$ cat config.mk
export PLATFORM = sky130hd
export DESIGN_NAME = gb_interrupt_ctrl
export DESIGN_NICKNAME = d
export VERILOG_FILES = /design/src/rtl/gb_interrupt_ctrl.sv
export SDC_FILE = /design/constraint.sdc
export NUM_CORES = 1
export LEC_CHECK = 0
export CAP_MARGIN = 15
export CORE_MARGIN = 2
export CORE_UTILIZATION = 34
export DETAILED_ROUTE_END_ITERATION = 8
export PLACE_DENSITY = 0.85
export SLEW_MARGIN = 20
export SYNTH_ARGS = -nofsm -noshare
export SYNTH_HDL_FRONTEND = slang
export SYNTH_SLANG_ARGS = --single-unit
$ cat constraint.sdc
create_clock -name clk -period 2.3 [get_ports clk]
set_clock_uncertainty 0.2 [all_clocks]
set_input_delay 0.46 -clock clk [delete_from_list [all_inputs] [get_ports clk]]
set_output_delay 0.46 -clock clk [all_outputs]
set_load 0.02 [all_outputs]
$ cat src/rtl/gb_interrupt_ctrl.sv
// Game Boy interrupt controller: IF/IE registers, IME sequencing with delayed EI,
// fixed-priority selection and the CPU dispatch handshake.
module gb_interrupt_ctrl #(
  parameter int          NUM_IRQ    = 5,
  parameter logic [15:0] VEC_BASE   = 16'h0040,
  parameter int          VEC_STRIDE = 8
) (
  input  logic               clk,
  input  logic               reset,
  input  logic [NUM_IRQ-1:0] irq_i,
  input  logic [15:0]        addr_i,
  input  logic [7:0]         wdata_i,
  input  logic               wr_i,
  output logic [7:0]         rdata_o,
  output logic               sel_o,
  input  logic               instr_boundary_i,
  input  logic               ei_i,
  input  logic               di_i,
  input  logic               reti_i,
  input  logic               int_ack_i,
  output logic               int_req_o,
  output logic [15:0]        int_vector_o,
  output logic               vector_valid_o,
  output logic               ime_o,
  output logic               wake_o
);

  localparam int          IDX_W   = (NUM_IRQ > 1) ? $clog2(NUM_IRQ) : 1;
  localparam logic [15:0] ADDR_IF = 16'hFF0F;
  localparam logic [15:0] ADDR_IE = 16'hFFFF;

  typedef enum logic [1:0] {IME_OFF, IME_ARMED, IME_ON} ime_state_t;
  typedef enum logic       {DISP_IDLE, DISP_REQ} disp_state_t;

  logic [NUM_IRQ-1:0] if_q, if_next;
  logic [7:0]         ie_q;
  ime_state_t         ime_q, ime_next;
  disp_state_t        disp_q, disp_next;
  logic [15:0]        vec_q;
  logic               valid_q;

  logic               sel_if, sel_ie;
  logic [NUM_IRQ-1:0] pending, sel_onehot;
  logic [IDX_W-1:0]   sel_idx;
  logic               have_pending, dispatch_start, ack_fire;
  logic [15:0]        sel_vec;

  assign sel_if = (addr_i == ADDR_IF);
  assign sel_ie = (addr_i == ADDR_IE);
  assign sel_o  = sel_if | sel_ie;

  // Unimplemented IF bits read back as ones.
  always_comb begin
    // NOTE: every combinational output gets a default first so no path can infer a latch.
    rdata_o = 8'h00;
    if (sel_if) begin
      rdata_o                = 8'hFF;
      rdata_o[NUM_IRQ-1:0]   = if_q;
    end else if (sel_ie) begin
      rdata_o = ie_q;
    end
  end

  assign pending      = ie_q[NUM_IRQ-1:0] & if_q;
  assign have_pending = |pending;
  assign wake_o       = have_pending;

  // Scan from the top so the lowest set bit (highest priority) wins.
  always_comb begin
    sel_idx    = '0;
    sel_onehot = '0;
    for (int i = NUM_IRQ - 1; i >= 0; i--) begin
      if (pending[i]) begin
        sel_idx       = IDX_W'(i);
        sel_onehot    = '0;
        sel_onehot[i] = 1'b1;
      end
    end
  end

  assign sel_vec = VEC_BASE + 16'(VEC_STRIDE) * 16'(sel_idx);

  assign ack_fire       = (disp_q == DISP_REQ) && int_ack_i;
  assign dispatch_start = (disp_q == DISP_IDLE) && instr_boundary_i &&
                          (ime_q == IME_ON) && have_pending;

  // Later assignments win: peripheral request > ack clear > CPU write.
  always_comb begin
    if_next = if_q;
    if (wr_i && sel_if) if_next = wdata_i[NUM_IRQ-1:0];
    if (ack_fire && have_pending) if_next = if_next & ~sel_onehot;
    if_next = if_next | irq_i;
  end

  always_comb begin
    ime_next = ime_q;
    case (ime_q)
      IME_OFF:   if (ei_i) ime_next = IME_ARMED;
      IME_ARMED: if (instr_boundary_i) ime_next = IME_ON;
      default:   ime_next = ime_q;
    endcase
    if (reti_i)         ime_next = IME_ON;
    if (dispatch_start) ime_next = IME_OFF;
    if (di_i)           ime_next = IME_OFF;
  end

  always_comb begin
    disp_next = disp_q;
    case (disp_q)
      DISP_IDLE: if (dispatch_start) disp_next = DISP_REQ;
      DISP_REQ:  if (int_ack_i) disp_next = DISP_IDLE;
      default:   disp_next = DISP_IDLE;
    endcase
  end

  always_ff @(posedge clk or negedge reset) begin
    if (!reset) begin
      if_q    <= '0;
      ie_q    <= 8'h00;
      ime_q   <= IME_OFF;
      disp_q  <= DISP_IDLE;
      vec_q   <= 16'h0000;
      valid_q <= 1'b0;
    end else begin
      // NOTE: state registers use non-blocking assignments so every flop samples pre-edge values.
      if_q    <= if_next;
      ime_q   <= ime_next;
      disp_q  <= disp_next;
      valid_q <= ack_fire;
      if (wr_i && sel_ie) ie_q <= wdata_i;
      // A vanished pending set at ack yields the null vector.
      if (ack_fire) vec_q <= have_pending ? sel_vec : 16'h0000;
    end
  end

  assign int_req_o      = (disp_q == DISP_REQ);
  assign int_vector_o   = vec_q;
  assign vector_valid_o = valid_q;
  assign ime_o          = (ime_q == IME_ON);

endmodule

# ---- After elaboration in Yosys (flattened, before gate mapping)
# Index checks and enable logic that the tools add are counted.
dict set report totals {
  ff_bits 33
  inputBits 37
  output_inout_bits 29
  word_cells 54
}
dict set report classes {
  addsub 1
  n_eq_ne 6
  n_mux 24
  bitwise 6
  n_reduce_logical 11
}
# op n
set op_table {}
lappend op_table {{$mux W5} 7}
lappend op_table {{$eq A16 B16 Y1 const B} 2}
lappend op_table {{$mux W8} 3}
lappend op_table {{$mux W3} 5}
lappend op_table {{$and A5 B5 Y5} 2}
lappend op_table {{$mux W2} 5}
lappend op_table {{$ne A5 B5 Y1 const B} 2}
lappend op_table {{$add A7 B6 Y8 const A} 1}
lappend op_table {{$logic_and A1 B1 Y1} 7}
lappend op_table {{$not A5 Y5} 1}
lappend op_table {{$or A5 B5 Y5} 1}
lappend op_table {{$reduce_bool A5 Y1} 1}
lappend op_table {{$reduce_or A5 Y1} 1}
lappend op_table {{$pmux W2 S2} 1}
lappend op_table {{$reduce_and A3 Y1} 1}
lappend op_table {{$eq A2 B1 Y1 const B} 1}
lappend op_table {{$eq A2 B2 Y1 const B} 1}
lappend op_table {{$logic_not A2 Y1} 1}
lappend op_table {{$mux W1} 2}
lappend op_table {{$pmux W1 S2} 1}
lappend op_table {{$not A1 Y1} 1}
lappend op_table {{$or A1 B1 Y1} 1}

# ---- Logic depth before layout (Yosys ltp)
dict set report logic_depth {
  word_depth 10
  ltp_mapped 5
  ltp_nobuf 5
}

# ---- Worst setup path before layout
# Ideal clock, no wire load.
dict set report synth_timing {
  kind {input-to-output}
  from {input port addr_i[4]}
  to {output port rdata_o[5]}
  arrival_ns 2.028
  required_ns 1.640
  path_slack_ns -0.388
  path_stages 3
  path_buffers 0
  path_cell_list {or4_4 a2111oi_2 o21a_1}
}
dict set report synth_between {
  elab_chain_len 3
  elab_cells_between_ends 4
  cone_classes {eq/ne (2); mux (2)}
}
# item line_no
set synth_lines {}
lappend synth_lines {{start, declared} 11} ;# input logic [15:0] addr_i,
lappend synth_lines {{$eq A16 B16 Y1} 49} ;# assign sel_ie = (addr_i == ADDR_IE);
lappend synth_lines {{$mux W8} 59} ;# end else if (sel_ie) begin
lappend synth_lines {{$mux W8 (*)} 56} ;# if (sel_if) begin
lappend synth_lines {{end, declared} 14} ;# output logic [7:0] rdata_o,
# Mark *: on every way between the ends. The rest lies on a longest branch, timed or not.

# ---- Worst setup path in the final report
dict set report layout_timing {
  from {input port addr_i[7]}
  to {output port rdata_o[7]}
}
# Same word-level chain as after synthesis.

==> metrics.md <==
| Metric | Value |
|---|---|
| Setup WS pre-CTS | `-1.057 ns` |
| Status | `complete, but fails checks` |
| First-pass DRT Iterations | `3` |
| 1st-iter DRT viols | `16` |
| Initial antenna violation count | `0` |
| Final WS setup | `-0.1964 ns` |
| Max VDD drop | `0.2375 mV` |
| Final critical-path required period | `2.496 ns` |
| Cell area after placement | `1876 um2` |
| CTS Buf Count | `3` |
| ANT cells | `0` |
| Syn avg cell area | `10.17 um2` |
| Layout cells sized above 1 | `31.96%` |
| H-tree depth | `1` |
| Final setup viols | `13` |
| Core area | `3311 um2` |
| Antenna Violating Nets Remaining | `0` |
| Total wire length | `3429 um` |
| Synth-to-layout area growth | `71.63%` |
| Top Ports | `66` |
| Root buf cell | `clkbuf_4` |
| RSZ-0062 raised after global routing | `yes` |
| WL/cell | `14.29 um` |
| Final hold violation count | `0` |
| Worst Path Required | `1.64 ns` |
| HP Class | `input port to asynchronous set/reset pin` |
| Synth unique cells | `33` |
| Die Width | `62.41 um` |
| Die Y | `62.41 um` |
| Vias per cell | `4.963` |
| Critical path fanouts, max | `4` |
| Global route overflow | `0` |
| Final Cycle Share | `108.5%` |
| Clock Path Buffers | `2` |
| DP HPWL | `2590 um` |
| Arrival @ worst endpoint | `1.84 ns` |
| Vias in the first global route | `1250` |
| Clock latency on the worst-skew pair | `0.30 ns` |
| CP startpoint kind | `input port` |
| PnR Total Power | `662.5 uW` |
| #FFs+latches synth | `21` |
| Max cap viols | `0` |
| FP Rows | `21` |
| Pleak | `0.9367 nW` |
| PwrDens | `332.8 nW/um2` |
| Via count | `1191` |
| Starting Density | `35.03%` |
| Global Route Usage Sum | `18.07%` |
| Fmax | `400.6 MHz` |
| PortBufs | `53` |
| Syn Inst Count | `114` |
| Final Instance Area | `1991 um2` |
| Hold slack | `0.2815 ns` |
| Ys flop type | `dfrtp_1` |
| Post-synth EDFFs | `0` |
| Cell area after synthesis | `1160 um2` |
| Violated checks | `setup timing` |
| Placed Cells incl. Taps | `226` |
| Largest net degree at the start of global routing | `22` |
| CTS clk-pin slew, worst paths | `0.12 ns` |
| Final GP Congestion | `0.8647` |
| Crit path kind | `input port to output pin` |
| Asr flop ratio synth | `100.0%` |
| Fin. max-slew vios | `0` |
| Nets | `232` |
| CTS tree | `built` |
| Register area share after synthesis | `45.31%` |
| Final cell count without fillers | `240` |
| DRC viols | `0` |
| Die ar. | `3894 um2` |
| First-pass GRT wire length | `5637 um` |
| Crit end category | `output pin` |
| Warnings from Yosys | `0` |
| Clk sinks | `21` |
==> layer usage <==
metal / GRT usage, % / vias to the layer above / routed length (um)
li1: - / 575 / -
met1: 20.72 / 564 / 1404
met2: 33.60 / 40 / 1780
met3: 2.703 / 12 / 133
met4: 6.944 / 0 / 110
met5: 0 / - / 0
==> cells by family after synthesis <==
group           count (synthesis)  share of synthesized area (%)
buf+inv                        19                          10.14
mux                             8                          7.767
compound gates                 29                          19.52
other cells                     1                         0.3233
flops                          21                          45.31
simple gates                   36                          16.94
==> through the flow <==
stage / setup TNS, ns / utilization, %
5_1_grt: -1.980 / 60.13
2_1_floorplan: -0.9177 / -
4_1_cts: -1.336 / 59.30
3_3_place_gp: -12.49 / 56.65
3_5_place_dp: -13.65 / 56.65
6_report: -1.336 / 60.13
==> placed cells by master, fill, tap and decap left out, types with 5 or more instances in the layout <==
cell             count
clkdlybuf4s50_1     27
a22o_4               5
conb_1              12
nand4_1              7
buf_4               22
buf_6               14
dlygate4sd2_1       13
mux2_2               8
dfrtp_1             21
nand2_1             14
inv_1                6
==> report_power, final <==
group	switching, mW	internal [mW]
clock	0.112	0.0648
combinational	0.0529	0.0604
sequential	0.00149	0.371
==> Yosys cell counts, types with 2 or more instances <==
| cell | count | area share [%] |
|---|---|---|
| dfrtp_1 | 21 | 45 |
| nand4_1 | 7 | 3.8 |
| a311o_1 | 2 | 1.7 |
| nand2_1 | 14 | 4.5 |
| a22oi_1 | 2 | 1.3 |
| o211ai_1 | 2 | 1.3 |
| a21oi_1 | 3 | 1.3 |
| nand3_1 | 3 | 1.3 |
| mux2_2 | 8 | 7.8 |
| a22o_1 | 5 | 3.8 |
| o21ai_0 | 3 | 1.3 |
| or4_4 | 2 | 1.9 |
| inv_1 | 6 | 1.9 |
| buf_4 | 12 | 7.8 |
| nor4_1 | 2 | 1.1 |
| nor2_1 | 3 | 0.97 |
| o21a_1 | 3 | 1.9 |
==> area by class of cell <==
type	instances	area [um2]
Sequential cell	21	525.5
Inverter	6	22.52
Clock inverter	1	5.005
Multi-Input combinational cell	85	640.6
Fill cell	284	1320
Clock buffer	3	22.52
Tap cell	46	57.56
Timing Repair Buffer	78	716.9
==> worst paths after layout <==
kind / from / to / slack (ns) / depth (start not counted)
max: addr_i[7] / rdata_o[7] / -0.20 / 5
min: reset / ie_q[3] / 0.28 / 2
max reg2reg: if_q[1] / if_q[3] / 0.67 / 5
min reg2reg: int_vector_o[5] / int_vector_o[5] / 0.30 / 2
max in group asynchronous: reset / ie_q[5] / 1.40 / 2
min in group clk: int_vector_o[5] / int_vector_o[5] / 0.30 / 2
==> critical path, cell delays in order <==
cell and delay, ns:
buf_6 0.09, or4_4 0.57, a2111oi_4 0.38, o21a_1 0.21, buf_6 0.12
==> sequential cells by signal, indices dropped and copies added (netlist names) <==
| name | cells |
|---|---|
| ie_q | 8 |
| if_q | 5 |
| ime_q | 2 |
| int_req_o | 1 |
| int_vector_o | 4 |
| vector_valid_o | 1 |
==> timing repair <==
| action | in CTS | in global routing |
|---|---|---|
| setup buffers | 7 | 2 |
| pin swaps | 12 | 1 |
| setup endpoints to repair | 15 | 10 |
| gates resized for setup | 86 | 5 |
| hold buffers | 0 | 0 |
| gates cloned | 1 | 0 |
(Power assumes the default switching activity.)
